==> config.mk <==
export PLATFORM = sky130hd
export DESIGN_NAME = instr_fetch_unit
export DESIGN_NICKNAME = d
export VERILOG_FILES = /design/src/rtl/instr_fetch_unit.sv
export SDC_FILE = /design/constraint.sdc
export NUM_CORES = 1
export LEC_CHECK = 0
export CORE_MARGIN = 2
export CORE_UTILIZATION = 55
export CTS_CLUSTER_DIAMETER = 120
export DETAILED_ROUTE_END_ITERATION = 8
export GPL_ROUTABILITY_DRIVEN = 1
export HOLD_SLACK_MARGIN = 0.08
export PLACE_DENSITY_LB_ADDON = 0.25
export SLEW_MARGIN = 25
export SYNTH_ARGS = -nofsm -noshare
export SYNTH_HDL_FRONTEND = slang
export SYNTH_SLANG_ARGS = --single-unit
==> constraint.sdc <==
create_clock -name clk -period 6.9 [get_ports clk]
set_input_delay 1.38 -clock clk [delete_from_list [all_inputs] [get_ports clk]]
set_output_delay 1.38 -clock clk [all_outputs]
set_load 0.01 [all_outputs]
==> src/rtl/instr_fetch_unit.sv <==
// Fetch stage: owns the PC, issues in-order imem requests, buffers responses.
// Define FETCH_PERF_EN to add the fetch_count output (saturating pop counter).
module instr_fetch_unit #(
    parameter int ADDR_W = 32,
    parameter int INSTR_W = 32,
    parameter int DEPTH = 4,
    parameter logic [ADDR_W-1:0] RESET_PC = '0
) (
    input  logic               clk,
    input  logic               rst,
    output logic               imem_req_valid,
    input  logic               imem_req_ready,
    output logic [ADDR_W-1:0]  imem_req_addr,
    input  logic               imem_rsp_valid,
    input  logic [INSTR_W-1:0] imem_rsp_data,
    input  logic               redirect_valid,
    input  logic [ADDR_W-1:0]  redirect_pc,
    input  logic               stall,
    output logic               instr_valid,
    output logic [INSTR_W-1:0] instr,
    output logic [ADDR_W-1:0]  instr_pc,
    output logic [5:0]         opcode
`ifdef FETCH_PERF_EN
    ,
    output logic [31:0]        fetch_count
`endif
);

    localparam int PW = $clog2(DEPTH);
    localparam int CW = PW + 1;

    typedef enum logic {
        RUN   = 1'b0,
        FLUSH = 1'b1
    } state_e;

    state_e state_q, state_d;
    logic [ADDR_W-1:0] pc_q, pc_d;
    logic [CW-1:0] out_q, out_d;
    logic [CW-1:0] cnt_q, cnt_d;
    logic [PW-1:0] rd_q, rd_d;
    logic [PW-1:0] wr_q, wr_d;
    logic [PW-1:0] prd_q, prd_d;
    logic [PW-1:0] pwr_q, pwr_d;

    logic [INSTR_W-1:0] data_mem [DEPTH];
    logic [ADDR_W-1:0]  fpc_mem  [DEPTH];
    logic [ADDR_W-1:0]  ipc_mem  [DEPTH];

    logic req_fire;
    logic rsp_ok;
    logic push;
    logic pop;
    logic [CW:0] credit_used;

    // Credits cover both in-flight requests and buffered entries, so a push never overflows.
    assign credit_used = {1'b0, out_q} + {1'b0, cnt_q};

    assign imem_req_valid = !rst && (state_q == RUN) && !redirect_valid
                            && (credit_used < (CW+1)'(DEPTH));
    assign imem_req_addr = pc_q;

    assign instr_valid = (cnt_q != '0);
    assign instr       = instr_valid ? data_mem[rd_q] : '0;
    assign instr_pc    = instr_valid ? fpc_mem[rd_q] : '0;
    assign opcode      = instr[31:26];

    assign req_fire = imem_req_valid && imem_req_ready;
    assign rsp_ok   = imem_rsp_valid && (out_q != '0);
    assign push     = rsp_ok && (state_q == RUN) && !redirect_valid;
    assign pop      = instr_valid && !stall;

    always_comb begin
        pc_d    = pc_q;
        state_d = state_q;
        out_d   = out_q + CW'(req_fire) - CW'(rsp_ok);
        pwr_d   = pwr_q + PW'(req_fire);
        prd_d   = prd_q + PW'(rsp_ok);
        rd_d    = rd_q + PW'(pop);
        wr_d    = wr_q + PW'(push);
        cnt_d   = cnt_q + CW'(push) - CW'(pop);

        if (req_fire) begin
            pc_d = pc_q + ADDR_W'(4);
        end

        if (redirect_valid) begin
            pc_d    = redirect_pc;
            rd_d    = '0;
            wr_d    = '0;
            cnt_d   = '0;
            state_d = (out_d != '0) ? FLUSH : RUN;
        end else if ((state_q == FLUSH) && (out_d == '0)) begin
            state_d = RUN;
        end
    end

    always_ff @(posedge clk or posedge rst) begin
        if (rst) begin
            state_q <= RUN;
            pc_q    <= RESET_PC;
            out_q   <= '0;
            cnt_q   <= '0;
            rd_q    <= '0;
            wr_q    <= '0;
            prd_q   <= '0;
            pwr_q   <= '0;
        end else begin
            state_q <= state_d;
            pc_q    <= pc_d;
            out_q   <= out_d;
            cnt_q   <= cnt_d;
            rd_q    <= rd_d;
            wr_q    <= wr_d;
            prd_q   <= prd_d;
            pwr_q   <= pwr_d;
        end
    end

    // Storage needs no reset: every read is qualified by a valid count.
    always_ff @(posedge clk) begin
        if (req_fire) begin
            ipc_mem[pwr_q] <= pc_q;
        end
        if (push) begin
            data_mem[wr_q] <= imem_rsp_data;
            fpc_mem[wr_q]  <= ipc_mem[prd_q];
        end
    end

`ifdef FETCH_PERF_EN
    logic [31:0] fetch_count_q, fetch_count_d;

    always_comb begin
        fetch_count_d = fetch_count_q;
        if (pop && (fetch_count_q != 32'hFFFF_FFFF)) begin
            fetch_count_d = fetch_count_q + 32'd1;
        end
    end

    always_ff @(posedge clk or posedge rst) begin
        if (rst) begin
            fetch_count_q <= '0;
        end else begin
            fetch_count_q <= fetch_count_d;
        end
    end

    assign fetch_count = fetch_count_q;
`endif

endmodule

==> flow_metrics.env <==
export IMPL_status="completed"
export IMPL_most_common_layout_cells="edfxtp_1, clkdlybuf4s50_1, mux4_2"
export IMPL_final_setup_viol_count=0
export IMPL_setup_tns_ns=0
export IMPL_r2r_start="out_q[2]$_DFF_PP0_"
export IMPL_ys_seq_area_share_pct=74.7
export IMPL_n_antenna_cell=0
export IMPL_hold_viol=0
export IMPL_synth_cell_types=58
export IMPL_power_leakage_nw=6.79
export IMPL_layout_commonest_cell="edfxtp_1"
export IMPL_rrSetupSlack_ns=2.95
export IMPL_grt_pass1_vias=8995
export IMPL_ys_ff_latch=431
export IMPL_dp_hpwl_mm=19.6
export IMPL_grt_max_degree=67
export IMPL_vias_per_cell=5.94
export IMPL_core_area_mm2=0.0305
export IMPL_max_cap_viol_count=0
export IMPL_cellPowerDensity_mw_per_mm2=352
export IMPL_post_cts_buffers=0
export IMPL_maxSlewHeadroom_pct=32.0
export IMPL_num_rows=64
export IMPL_crit_required_ns=7.08
export IMPL_grt_use_total_pct=21.3
export IMPL_holdBufCountCts=0
export IMPL_num_vias=8824
export IMPL_multi_input_comb_area_mm2=0.00408
export IMPL_drtIter0Drc=743
export IMPL_hp_class="flop to flop"
export IMPL_synth_area_per_cell_um2=19.5
export IMPL_yosys_most_used_dff="edfxtp_1"
export IMPL_async_flop_share_pct=10.9
export IMPL_initial_core_util_pct=55.8
export IMPL_crit_start="rst"
export IMPL_finClkSkew_ns=0.0168
export IMPL_clk_pin_slew_ns=0.06
export IMPL_grt_overflow=0
export IMPL_tightest_slew_ns=1.02
export IMPL_critPathKind="input pin to flop"
export IMPL_syn2layout_area_growth_pct=21.2
export IMPL_synth_edf_count=384
export IMPL_crit_path_end="ipc_mem[3][11]$_DFFE_PP_"
export IMPL_ir_drop_uv=233
export IMPL_reg2reg_to="ipc_mem[3][11]$_DFFE_PP_"
export IMPL_die_h_um=180
export IMPL_place_port_buffers=173
export IMPL_cts_buffers=43
export IMPL_crit_path_start_kind="input pin"
export IMPL_finalMaxSlewViolations=0
export IMPL_n_fill_cell=2003
export IMPL_synthCells=872
export IMPL_reg2reg_depth=6
export IMPL_num_nets_final=1143
export IMPL_worstPathArrival_ns=4.70
export IMPL_post_route_period_util_pct=65.4
export IMPL_cts_root_buf="clkbuf_16"
export IMPL_end_kind="flop"
export IMPL_die_w_um=180
export IMPL_cts_resized=0
export IMPL_place_congestion=0.828
export IMPL_htreeDepth=2
export IMPL_fmaxAchievable_mhz=222
export IMPL_ios=174
export IMPL_clock_sinks=431
export IMPL_wl_per_cell_um=22.8
export IMPL_cp_max_fo=25
export IMPL_dieArea_mm2=0.0324
export IMPL_layout_drive_gt1_share_pct=18.4
export IMPL_period_minus_slack_ns=4.51
export IMPL_clockBufferDepth=3
export IMPL_antenna_found_initial=0
export IMPL_syn_area_mm2=0.0170
export IMPL_placedCellCount=1407
export IMPL_grt_setup_unrepaired="false"
export IMPL_grt_pass1_wl_mm=53.0
export IMPL_cts_tree="done"
export IMPL_dr_pass1_iters=5
export IMPL_regArea_mm2=0.0127
export IMPL_clkLatencyLatePin_ns=0.53
export IMPL_postRouteWirelength_mm=33.9
export IMPL_synth_fp_nets=955
export IMPL_fin_cells=1486
export IMPL_ys_warn_count=0
export IMPL_final_antenna_net_count=0
export IMPL_post_route_drc_count=0
-- critical path, stage by stage --
cell             delay, ns
clkdlybuf4s50_1       0.44
nor4_1                0.31
nand4_1               0.85
clkinv_1              0.67
and3_1                0.58
buf_4                 0.44
-- metal layers --
layer	global-route usage, %	routed length, um	up-vias
li1	-	-	3886
met1	30.2	14400	4551
met2	35.3	16800	331
met3	3.55	2010	56
met4	5.20	649	0
met5	0	0	-
-- kinds of logic after synthesis --
family	share of synthesized area, %
buffers and inverters	1.62
flip-flops	74.7
XOR/XNOR	0.463
AO/OA/AOI/OAI	2.67
AND/OR/NAND/NOR	6.63
adder cells (fa/ha/maj)	1.04
multiplexers	12.9
-- cell usage after synthesis, drive strengths merged (3+ instances only) --
master / n / area (um2)
a221o: 5 / 51.3
a32oi: 4 / 35.0
a31oi: 6 / 37.5
o211ai: 4 / 30.0
o311ai: 5 / 43.8
nor3b: 3 / 22.5
nor3: 8 / 51.3
nor2b: 6 / 37.5
nand4: 10 / 92.6
buf: 20 / 126
edfxtp: 384 / 11500
inv: 11 / 41.3
or4: 4 / 30.0
and3: 6 / 38.8
ha: 11 / 138
and2: 66 / 413
nor4: 5 / 52.6
xor2: 3 / 26.3
a21oi: 7 / 35.0
clkbuf: 28 / 105
mux4: 96 / 2160
o21ai: 19 / 95.1
nand2: 36 / 135
or3: 4 / 26.3
dfrtp: 47 / 1180
xnor2: 6 / 52.6
nor2: 25 / 104
nand3: 19 / 100
-- through the flow --
| step | power [mW] | cell area, um2 | hold WS (ns) | worst slack, ns | util [%] |
|---|---|---|---|---|---|
| after floorplan | 4.35 | 17000 | 0.477 | 0.321 | - |
| after global placement | 5.07 | 19200 | 0.526 | 1.95 | 62.8 |
| after detailed placement | 5.12 | 19200 | 0.528 | 1.89 | 62.8 |
| after CTS | 7.34 | 20500 | 0.542 | 2.01 | 67.3 |
| after global routing | 7.58 | 20600 | 0.552 | 2.14 | 67.6 |
| final | 7.27 | 20600 | 0.540 | 2.39 | 67.6 |
-- registers in the layout (all words and copies together) (netlist names) --
name / count
ipc_mem: 128
imem_req_addr: 32
fpc_mem: 128
prd_q: 2
state_q: 1
out_q: 3
rd_q: 2
wr_q: 2
data_mem: 128
cnt_q: 3
pwr_q: 2
-- how the worst min path moves through the flow --
stage / end / depth (start not counted) / slack [ns] / start
2_1_floorplan: prd_q[0]$_DFF_PP0_ / 1 / 0.48 / prd_q[0]$_DFF_PP0_
3_3_place_gp: state_q$_DFFE_PP0P_ / 1 / 0.53 / state_q$_DFFE_PP0P_
3_5_place_dp: prd_q[1]$_DFF_PP0_ / 1 / 0.53 / prd_q[1]$_DFF_PP0_
4_1_cts: prd_q[1]$_DFF_PP0_ / 1 / 0.54 / prd_q[1]$_DFF_PP0_
5_1_grt: state_q$_DFFE_PP0P_ / 1 / 0.55 / state_q$_DFFE_PP0P_
6_report: prd_q[1]$_DFF_PP0_ / 1 / 0.54 / prd_q[1]$_DFF_PP0_
-- cell type report --
class                           count  share of cell area [%]
Tap cell                          396                    2.40
Inverter                           12                   0.224
Multi-Input combinational cell    381                    19.8
Clock buffer                       59                    5.81
Timing Repair Buffer              191                    9.38
Clock inverter                     16                   0.746
Sequential cell                   431                    61.7
-- power breakdown --
group          internal, mW  switching, mW
sequential             3.08          0.187
clock                  1.32          0.910
combinational         0.991          0.773
Note: power is estimated with default switching activity, not from simulation.
